## src/rtl/usrt_tx_arb.sv

```systemverilog
// usrt_tx_arb: two-requester round-robin front end for a synchronous serial
// transmitter. A granted byte is loaded into an external 8-bit data register
// (reg_ld/reg_d) and then shifted out LSB first from reg_q. Each frame is one
// start bit, eight data bits and STOP_BITS stop bits. One line bit lasts one
// bit_en period.
//
// Handshake: a requester raises reqN with dataN stable and keeps both until
// gntN. The byte moves in the single cycle where gntN is high. gnt is only
// issued in IDLE, so a request raised while busy simply waits. A req still
// high after its gnt is treated as the next byte.
module usrt_tx_arb #(
    parameter int STOP_BITS = 1 // legal values: 1 or 2
) (
    input  logic       clk,
    input  logic       rst,
    input  logic       req0,
    input  logic [7:0] data0,
    output logic       gnt0,
    input  logic       req1,
    input  logic [7:0] data1,
    output logic       gnt1,
    input  logic       bit_en,
    output logic       reg_ld,
    output logic [7:0] reg_d,
    input  logic [7:0] reg_q,
    output logic       txd,
    output logic       busy,
    output logic [2:0] dbg_state_o
);

    typedef enum logic [2:0] {
        S_IDLE  = 3'd0,
        S_LOAD  = 3'd1,
        S_START = 3'd2,
        S_DATA  = 3'd3,
        S_STOP  = 3'd4
    } state_t;

    localparam logic [1:0] STOP_LAST = 2'(STOP_BITS - 1);

    state_t     state_q;
    logic [2:0] idx_q;
    logic [1:0] stop_cnt_q;
    logic       txd_q;
    logic       prio1_q;   // 1: requester 1 wins the next tie
    logic [7:0] reg_d_q;   // last byte driven on reg_d

    logic       is_idle;
    logic       any_req;
    logic       pick1;
    logic       grant;
    logic [7:0] grant_data;

    // Arbitration and grant decode; rst blocks any grant in the same cycle.
    always_comb begin
        is_idle    = (state_q == S_IDLE);
        any_req    = req0 | req1;
        pick1      = req1 & (~req0 | prio1_q);
        grant      = ~rst & is_idle & any_req;
        grant_data = pick1 ? data1 : data0;
        gnt0       = grant & ~pick1;
        gnt1       = grant & pick1;
        reg_ld     = grant;
        if (rst) begin
            reg_d = 8'h00;
        end else if (grant) begin
            reg_d = grant_data;
        end else begin
            reg_d = reg_d_q;
        end
    end

    assign txd         = txd_q;
    assign busy        = ~is_idle;
    assign dbg_state_o = state_q;

    // Frame sequencer: txd changes on the same edge as the state change.
    always_ff @(posedge clk) begin
        if (rst) begin
            state_q    <= S_IDLE;
            idx_q      <= 3'd0;
            stop_cnt_q <= 2'd0;
            txd_q      <= 1'b1;
            prio1_q    <= 1'b0;
            reg_d_q    <= 8'h00;
        end else begin
            case (state_q)
                S_IDLE: begin
                    txd_q <= 1'b1;
                    // bit_en is ignored here, including in the grant cycle.
                    if (any_req) begin
                        state_q <= S_LOAD;
                        prio1_q <= ~pick1;
                        reg_d_q <= grant_data;
                    end
                end
                S_LOAD: begin
                    if (bit_en) begin
                        state_q <= S_START;
                        txd_q   <= 1'b0;
                    end
                end
                S_START: begin
                    if (bit_en) begin
                        state_q <= S_DATA;
                        idx_q   <= 3'd0;
                        txd_q   <= reg_q[0];
                    end
                end
                S_DATA: begin
                    if (bit_en) begin
                        if (idx_q != 3'd7) begin
                            idx_q <= idx_q + 3'd1;
                            txd_q <= reg_q[idx_q + 3'd1];
                        end else begin
                            state_q    <= S_STOP;
                            stop_cnt_q <= 2'd0;
                            txd_q      <= 1'b1;
                        end
                    end
                end
                S_STOP: begin
                    txd_q <= 1'b1;
                    if (bit_en) begin
                        if (stop_cnt_q == STOP_LAST) begin
                            state_q    <= S_IDLE;
                            stop_cnt_q <= 2'd0;
                        end else begin
                            stop_cnt_q <= stop_cnt_q + 2'd1;
                        end
                    end
                end
                default: begin
                    state_q <= S_IDLE;
                    txd_q   <= 1'b1;
                end
            endcase
        end
    end

endmodule

```

## config.mk

```make
export PLATFORM = sky130hd
export DESIGN_NAME = usrt_tx_arb
export DESIGN_NICKNAME = d
export VERILOG_FILES = /design/src/rtl/usrt_tx_arb.sv
export SDC_FILE = /design/constraint.sdc
export NUM_CORES = 1
export LEC_CHECK = 0
export ABC_AREA = 1
export BUFFER_PORTS_ARGS = -buffer_cell sky130_fd_sc_hd__buf_4
export CORE_ASPECT_RATIO = 1.4
export CORE_MARGIN = 4
export CORE_UTILIZATION = 31
export CTS_CLUSTER_DIAMETER = 30
export DETAILED_ROUTE_END_ITERATION = 8
export RECOVER_POWER = 100
export SYNTH_ARGS = -nofsm -noshare
export SYNTH_HDL_FRONTEND = slang
export SYNTH_SLANG_ARGS = --single-unit
```

## constraint.sdc

```tcl
create_clock -name clk -period 5.05 [get_ports clk]
set_clock_uncertainty 0.2 [all_clocks]
set_input_delay 0.505 -clock clk [delete_from_list [all_inputs] [get_ports clk]]
set_output_delay 0.505 -clock clk [all_outputs]
set_load 0.05 [all_outputs]
```

==> impl_metrics.env, run 1 <==
export IMPL_ant_nets=0
export IMPL_synth_mux_area_share_pct=0
export IMPL_slew_headroom_pct=60.1
export IMPL_synth_seq_cells=18
export IMPL_p_int_mw=0.330
export IMPL_portBuffers=44
export IMPL_maxSlewViolCount=0
export IMPL_setup_slack_ps=1600
export IMPL_grt_pass1_vias=1080
export IMPL_p_sw_mw=0.360
export IMPL_outcome="finished clean"
export IMPL_firstDrtPassIters=4
export IMPL_routed_wl_um=2670
export IMPL_swShare_pct=52.1
export IMPL_postLayoutCoreUtil_pct=41.4
export IMPL_synth_fa_ha_area_share_pct=4.61
export IMPL_dr_total_vias=1169
export IMPL_ys_warn_count=0
export IMPL_cp_end_kind="output port"
export IMPL_ctsLongestPathBuffers=2
export IMPL_timing_final_crit_share_pct=68.4
export IMPL_cts_hold_buf=0
export IMPL_synth_compound_area_share_pct=22.3
export IMPL_dpl_cell_area_mm2=0.00146
export IMPL_avgSynthCellArea_um2=6.66
export IMPL_drt_iter0_drc=27
export IMPL_antenna_cells=0
export IMPL_dp_cells=245
export IMPL_drc=0
export IMPL_core_area_mm2=0.00338
export IMPL_worstPathArrival_ps=2750
export IMPL_ios=45
export IMPL_track_usage_pct=12.4
export IMPL_post_cts_setup_buffer_count=0
export IMPL_place_ws_ps=2510
export IMPL_max_vdd_ir_drop_v=0.000196
export IMPL_synth_top_family_by_area="simple AND/OR/NAND/NOR gates"
export IMPL_grt_ovfl_total=0
export IMPL_antenna_found_initial=0
export IMPL_syn_area_mm2=0.00108
export IMPL_grt_max_degree=13
export IMPL_gp_congestion=0.745
export IMPL_cts_buffers=3
export IMPL_cts_max_level=1
export IMPL_ys_types=25
export IMPL_dieHeight_um=78.0
export IMPL_initial_core_util_pct=32.1
export IMPL_final_cell_area_mm2=0.00140
export IMPL_fin_cells=248
export IMPL_die_area_mm2=0.00452
export IMPL_root_buffer="clkbuf_8"
export IMPL_synth_simple_area_share_pct=30.9
export IMPL_power_mw=0.690
export IMPL_area_growth_pct=29.0
export IMPL_period_minus_slack_ps=3450
export IMPL_synthCells=163
export IMPL_die_w_um=58.0
export IMPL_finalSetupTns_ps=0
export IMPL_viasPerCell=4.71
export IMPL_synth_xor_area_share_pct=0
export IMPL_drive_above_1_share_pct=17.3
export IMPL_power_leakage_nw=0.652
export IMPL_grt_first_pass_wirelength_um=4460
export IMPL_clk_latency_ps=250
export IMPL_critPathMaxFanout=10
export IMPL_worst_pin_slew_ps=601
export IMPL_pwr_share_comb_pct=56.2
export IMPL_fmax_mhz=289
export IMPL_avgRoutedWirePerCell_um=10.8
export IMPL_rsz0062_at_grt="false"
export IMPL_hp_class="register to register"
export IMPL_clock_sinks=18
export IMPL_cap_violations=0
export IMPL_power_frac_clock_pct=14.5
export IMPL_synthesis_nets=196
export IMPL_hold_viol_final=0
export IMPL_final_nets=243
export IMPL_pwr_share_seq_pct=29.3
export IMPL_clk_pin_slew_ps=70
export IMPL_required_ps=4350
export IMPL_cp_start_kind="register"
export IMPL_finalSetupViolCount=0
export IMPL_post_dp_hpwl_um=2130
export IMPL_fp_row_count=25
export IMPL_timing_hold_ws_ps=264
export IMPL_yosysSeqAreaShare_pct=33.2
export IMPL_p_per_area_mw_per_mm2=493
export IMPL_cts_resized=0
export IMPL_path_class="register to output port"
export IMPL_cts_tree="done"
## power by group through the flow
| stage | Sequential [mW] | Combinational, mW | Clock, mW |
|---|---|---|---|
| after detailed placement | 0.206 | 0.445 | 0 |
| after floorplan | 0.231 | 0.301 | 0 |
| after global routing | 0.209 | 0.427 | 0.114 |
| after CTS | 0.203 | 0.446 | 0.105 |
| after global placement | 0.205 | 0.446 | 0 |
| final | 0.202 | 0.388 | 0.0998 |
## cell families (layout without fill, tap and decap cells)
kind of cell / after synthesis / after routing
simple gates: 71 / 71
compound gates: 45 / 45
buf+inv: 25 / 70
flops: 18 / 18
fa+ha+maj: 4 / 4
## cell usage after synthesis
library cell	count	share of area [%]
dfxtp_1	18	33
a21oi_1	30	14
a211oi_1	1	0.69
nor2_1	8	2.8
nand3_1	10	4.6
clkbuf_1	1	0.35
o21ai_1	2	0.92
nand3b_1	1	0.69
nand3_2	1	0.92
nor2_4	3	3.1
nand2_2	1	0.58
nand4_1	4	2.3
ha_1	4	4.6
nor2_2	1	0.58
nand2_1	40	14
inv_1	19	6.6
a21oi_4	1	1.5
clkinv_1	1	0.35
o211ai_1	1	0.69
nor3_1	1	0.46
o21ai_0	10	4.6
clkbuf_2	1	0.46
nand2_4	1	1.0
inv_2	2	0.69
inv_4	1	0.58
## layout make-up
type / instances / area [µm²]
repair buffers: 44 / 274
clock buffers: 3 / 41.3
multi-input cells: 120 / 586
well taps: 40 / 50.0
fillers: 399 / 1980
inverters: 23 / 87.6
flip-flops and latches: 18 / 360
## cell usage in the layout (no fill, tap or decap)
master and instances:
clkbuf_1 15, nor2_4 1, o21ai_1 2, buf_4 29
nand2_1 42, clkbuf_8 3, nand4_1 4, nand3b_1 1
clkinvlp_2 1, nor2_1 10, a21oi_1 31, dfxtp_1 18
a211oi_1 1, nand3_1 11, nor3_1 1, clkinv_1 2
inv_1 19, o21ai_0 10, ha_1 4, inv_2 1
nor2_2 1, o211ai_1 1
## worst paths after layout
kind	slack [ps]	from	depth (start not counted)	endpoint
worst min register to register	260	stop_cnt_q[0]	2	stop_cnt_q[0]
worst min-delay path	260	stop_cnt_q[0]	2	stop_cnt_q[0]
worst max register to register	2740	dbg_state_o[2]	7	prio1_q
worst max-delay path	1600	dbg_state_o[2]	8	gnt0
## sequential cells by signal (all words and copies together), names as in the netlist
name,flops
reg_d_q,8
dbg_state_o,3
idx_q,3
stop_cnt_q,2
prio1_q,1
txd,1
## routing by layer
layer / share of wire (%) / vias to the layer above / track usage, %
li1: - / 631 / -
met1: 42 / 500 / 13.7
met2: 49 / 34 / 22.1
met3: 7.3 / 4 / 2.50
met4: 1.5 / 0 / 5.57
met5: 0 / - / 0
## critical path, stage by stage (launching register included)
cell and delay [ps]:
dfxtp_1 410, inv_1 180, nand2_1 90, nor2_1 430, clkinvlp_2 490, nor2_1 260
inv_2 70, nor2_1 80, clkbuf_1 480
Note: power is estimated with default switching activity, not from simulation.
==> inputs of run 2 (changes only) <==
==> constraint.sdc (replaced) <==
create_clock -name clk -period 3.2 [get_ports clk]
set_clock_uncertainty 0.2 [all_clocks]
set_input_delay 0.32 -clock clk [delete_from_list [all_inputs] [get_ports clk]]
set_output_delay 0.32 -clock clk [all_outputs]
set_load 0.05 [all_outputs]
==> run 2 against run 1 <==
Against the previous run:
- worst hold slack got worse by 160 ps
- final area up 1.8%
- critical endpoint is now reg_ld
- sequential power is 58% higher
- largest cell class unchanged
==> impl_metrics.env, run 2 (synthesis results as in run 1) <==
export IMPL_worst_pin_slew_ps=651
export IMPL_dpl_cell_area_mm2=0.00146
export IMPL_ios=45
export IMPL_post_dp_hpwl_um=2150
export IMPL_antenna_found_initial=0
export IMPL_cts_tree="done"
export IMPL_root_buffer="clkbuf_8"
export IMPL_setup_slack_ps=476
export IMPL_portBuffers=44
export IMPL_critPathMaxFanout=10
export IMPL_p_per_area_mw_per_mm2=783
export IMPL_clk_latency_ps=250
export IMPL_final_common_cell="nand2_1"
export IMPL_die_w_um=58.0
export IMPL_finalSetupViolCount=0
export IMPL_gp_congestion=0.746
export IMPL_cts_max_level=1
export IMPL_slew_headroom_pct=56.4
export IMPL_multiInputGateArea_um2=593
export IMPL_timing_hold_ws_ps=103
export IMPL_avgRoutedWirePerCell_um=10.9
export IMPL_dieHeight_um=78.0
export IMPL_viasPerCell=4.73
export IMPL_cts_buffers=3
export IMPL_r2r_setup_slack_ps=1230
export IMPL_fp_row_count=25
export IMPL_largest_reg_flops=8
export IMPL_crit_start="dbg_state_o[2]"
export IMPL_cp_end_kind="output port"
export IMPL_rr_endpoint="idx_q[0]"
export IMPL_period_minus_slack_ps=2720
export IMPL_track_usage_pct=12.7
export IMPL_routed_wl_um=2690
export IMPL_reg2regPathDepth=8
export IMPL_core_area_mm2=0.00338
export IMPL_required_ps=2680
export IMPL_dr_total_vias=1172
export IMPL_hold_viol_final=0
export IMPL_ctsLongestPathBuffers=2
export IMPL_grt_max_degree=13
export IMPL_rsz0062_at_grt="false"
export IMPL_power_leakage_nw=0.687
export IMPL_cts_resized=0
export IMPL_place_ws_ps=1020
export IMPL_final_cell_area_mm2=0.00142
export IMPL_layout_area_seq_um2=360
export IMPL_maxSlewViolCount=0
export IMPL_fmax_mhz=367
export IMPL_max_vdd_ir_drop_v=0.000362
export IMPL_hp_class="input pin to register"
export IMPL_cts_hold_buf=0
export IMPL_final_nets=243
export IMPL_timing_critical_path_to="reg_ld"
export IMPL_grt_first_pass_wirelength_um=4580
export IMPL_ant_nets=0
export IMPL_finalSetupTns_ps=0
export IMPL_cp_start_kind="register"
export IMPL_clock_sinks=18
export IMPL_firstDrtPassIters=4
export IMPL_timing_final_crit_share_pct=85.1
export IMPL_cap_violations=0
export IMPL_drive_above_1_share_pct=22.1
export IMPL_layout_common_cells="nand2_1, a21oi_1, buf_4, inv_1, dfxtp_1"
export IMPL_path_class="register to output port"
export IMPL_grt_ovfl_total=0
export IMPL_area_growth_pct=31.3
export IMPL_r2r_start="idx_q[0]"
export IMPL_clk_pin_slew_ps=70
export IMPL_outcome="finished clean"
export IMPL_largest_register="reg_d_q"
export IMPL_die_area_mm2=0.00452
export IMPL_drc=0
export IMPL_worstPathArrival_ps=2200
export IMPL_fillers=389
export IMPL_post_cts_setup_buffer_count=0
export IMPL_antenna_cells=0
export IMPL_initial_core_util_pct=32.1
export IMPL_grt_pass1_vias=1111
export IMPL_drt_iter0_drc=32
[run 2: cell count changes in the layout (fill, tap and decap cells not counted), sizes merged]
cell,before,now
inv,20,21
buf,29,31
clkbuf,18,16
clkinvlp,1,0
[run 2: critical path, stage by stage, from the launching register on]
cell	delay [ps]
dfxtp_1	400
inv_1	190
nand2_1	90
nor2_1	510
inv_4	150
nor2_4	140
clkbuf_1	470
[run 2: layout make-up]
type	count	area share (%)
multi-input cells	120	41.7
flip-flops and latches	18	25.3
inverters	23	6.24
repair buffers	44	20.4
clock buffers	3	2.90
well taps	40	3.51
[run 2: through the flow]
stage          util (%)  cells  total power [mW]
2_1_floorplan         -    163             0.839
3_3_place_gp       43.1    245              1.03
3_5_place_dp       43.1    245              1.03
4_1_cts            44.3    248              1.19
5_1_grt            42.1    248              1.21
6_report           42.1    248              1.11
[run 2: how the worst min path moves through the flow]
stage	start	end	depth (start not counted)
CTS	bit_en	txd	3
global route	bit_en	txd	3
detailed placement	stop_cnt_q[0]	stop_cnt_q[0]	2
global placement	stop_cnt_q[0]	stop_cnt_q[0]	2
floorplan	bit_en	txd	2
finish	bit_en	txd	3
[run 2: metal layers]
layer	vias to the layer above	wire length, µm	global-route usage, %	share of wire [%]
met4	0	44	5.57	1.6
met3	5	192	2.83	7.1
li1	636	-	-	-
met2	34	1280	22.4	48
met1	497	1170	14.2	44
met5	-	0	0	0
[run 2: power by group]
part	switching (mW)	internal (mW)	total, mW
combinational	0.468	0.168	0.637
clock	0.0749	0.0837	0.159
sequential	0.0318	0.287	0.319
total	0.575	0.539	1.11
==> inputs of run 3 (changes only) <==
--- a/config.mk
+++ b/config.mk
@@ -7,11 +7,14 @@
 export LEC_CHECK = 0
 export ABC_AREA = 1
 export BUFFER_PORTS_ARGS = -buffer_cell sky130_fd_sc_hd__buf_4
-export CORE_ASPECT_RATIO = 1.4
+export CELL_PAD_IN_SITES_DETAIL_PLACEMENT = 0
+export CELL_PAD_IN_SITES_GLOBAL_PLACEMENT = 1
+export CORE_ASPECT_RATIO = 1.1
 export CORE_MARGIN = 4
 export CORE_UTILIZATION = 31
 export CTS_CLUSTER_DIAMETER = 30
 export DETAILED_ROUTE_END_ITERATION = 8
+export PLACE_DENSITY_LB_ADDON = 0.1
 export RECOVER_POWER = 100
 export SYNTH_ARGS = -nofsm -noshare
 export SYNTH_HDL_FRONTEND = slang
==> run 3 against run 2 <==
Against the previous run:
- die area shrank 0.28%
- via count is essentially flat
- total power shrank 1.5%
- register-to-register slack lost 40 ps
- setup slack gained 16 ps
- clock power shrank 26%
- sequential power is essentially flat
- routed wire length grew 4.9%
- final area grew 0.70%
- critical path depth grew 1
- largest cell class unchanged
- core utilization grew 0.55 points
- largest power group unchanged
==> impl_metrics.env, run 3 (synthesis results as in run 1) <==
export IMPL_avgRoutedWirePerCell_um=11.0
export IMPL_timing_hold_ws_ps=46.6
export IMPL_largest_register="reg_d_q"
export IMPL_dr_total_vias=1173
export IMPL_rr_endpoint="idx_q[2]"
export IMPL_dpl_cell_area_mm2=0.00147
export IMPL_final_nets=243
export IMPL_fin_cells=256
export IMPL_viasPerCell=4.58
export IMPL_finalSetupViolCount=0
export IMPL_timing_final_crit_share_pct=84.6
export IMPL_cp_end_kind="output port"
export IMPL_gp_congestion=0.725
export IMPL_postLayoutCoreUtil_pct=42.7
export IMPL_max_vdd_ir_drop_v=0.000369
export IMPL_layout_common_cells="nand2_1, buf_4, a21oi_1, inv_1, dfxtp_1"
export IMPL_path_class="register to output port"
export IMPL_cts_tree="done"
export IMPL_timing_critical_path_to="reg_d[3]"
export IMPL_dieHeight_um=70.0
export IMPL_outcome="finished clean"
export IMPL_hp_class="input pin to register"
export IMPL_r2r_start="idx_q[0]"
export IMPL_p_per_area_mw_per_mm2=765
export IMPL_layout_area_seq_um2=360
export IMPL_firstDrtPassIters=4
export IMPL_post_cts_setup_buffer_count=0
export IMPL_worst_pin_slew_ps=671
export IMPL_cts_resized=0
export IMPL_maxSlewViolCount=0
export IMPL_ant_nets=0
export IMPL_die_w_um=64.4
export IMPL_multiInputGateArea_um2=596
export IMPL_clock_sinks=18
export IMPL_cp_start_kind="register"
export IMPL_grt_max_degree=13
export IMPL_drive_above_1_share_pct=23.1
export IMPL_ios=45
export IMPL_slew_headroom_pct=55.1
export IMPL_cts_buffers=3
export IMPL_cts_max_level=1
export IMPL_final_common_cell="nand2_1"
export IMPL_final_cell_area_mm2=0.00143
export IMPL_grt_first_pass_wirelength_um=4810
export IMPL_setup_slack_ps=492
export IMPL_portBuffers=44
export IMPL_critPathMaxFanout=10
export IMPL_hold_viol_final=0
export IMPL_die_area_mm2=0.00451
export IMPL_fillers=390
export IMPL_dp_cells=253
export IMPL_period_minus_slack_ps=2710
export IMPL_routed_wl_um=2830
export IMPL_grt_ovfl_total=0
export IMPL_root_buffer="clkbuf_4"
export IMPL_rsz0062_at_grt="false"
export IMPL_worstPathArrival_ps=2190
export IMPL_hold_start="bit_en"
export IMPL_crit_start="dbg_state_o[2]"
export IMPL_clk_latency_ps=290
export IMPL_ctsLongestPathBuffers=2
export IMPL_antenna_cells=0
export IMPL_r2r_setup_slack_ps=1190
export IMPL_initial_core_util_pct=32.3
export IMPL_power_mw=1.10
export IMPL_grt_pass1_vias=1119
export IMPL_cts_hold_buf=0
export IMPL_track_usage_pct=13.3
export IMPL_fmax_mhz=369
export IMPL_clk_pin_slew_ps=110
export IMPL_place_ws_ps=1030
export IMPL_post_dp_hpwl_um=2250
export IMPL_power_leakage_nw=0.687
export IMPL_finalSetupTns_ps=0
export IMPL_fp_row_count=22
export IMPL_core_area_mm2=0.00336
export IMPL_cap_violations=0
export IMPL_required_ps=2680
export IMPL_area_growth_pct=32.2
export IMPL_drc=0
export IMPL_drt_iter0_drc=30
export IMPL_largest_reg_flops=8
export IMPL_reg2regPathDepth=8
export IMPL_antenna_found_initial=0
-- run 3: cell types whose count changed in the layout (fill, tap and decap cells not counted), sizes merged --
cell    change
buf         +6
clkbuf      -6
-- run 3: worst max-delay path, stage by stage (launching register included) --
cell,delay (ps)
dfxtp_1,410
inv_1,200
nand2_2,90
nor2_1,520
inv_4,150
a21oi_1,200
a21oi_1,90
clkbuf_2,240
-- run 3: worst min-delay path by stage --
stage / slack, ps / depth (start not counted) / to
2_1_floorplan: 220 / 2 / txd
3_3_place_gp: 250 / 2 / stop_cnt_q[0]
3_5_place_dp: 260 / 2 / stop_cnt_q[0]
4_1_cts: 40 / 3 / txd
5_1_grt: 20 / 3 / txd
6_report: 50 / 3 / txd
-- run 3: power by group --
group,internal (mW),switching (mW)
sequential,0.287,0.0318
combinational,0.182,0.480
clock,0.0438,0.0731
total,0.513,0.585
-- run 3: area by class of cell --
cell class                      instances  share of cell area (%)
Inverter                               23                    6.20
Multi-Input combinational cell        120                    41.5
Clock buffer                            3                    1.57
Timing Repair Buffer                   44                    21.4
Sequential cell                        18                    25.1
Tap cell                               48                    4.19
-- run 3: routing by layer --
layer / part of all wire (%) / track usage [%]
met1: 45 / 15.5
met3: 6.3 / 3.70
met4: 0.74 / 4.93
met5: 0 / 0
met2: 47 / 22.8
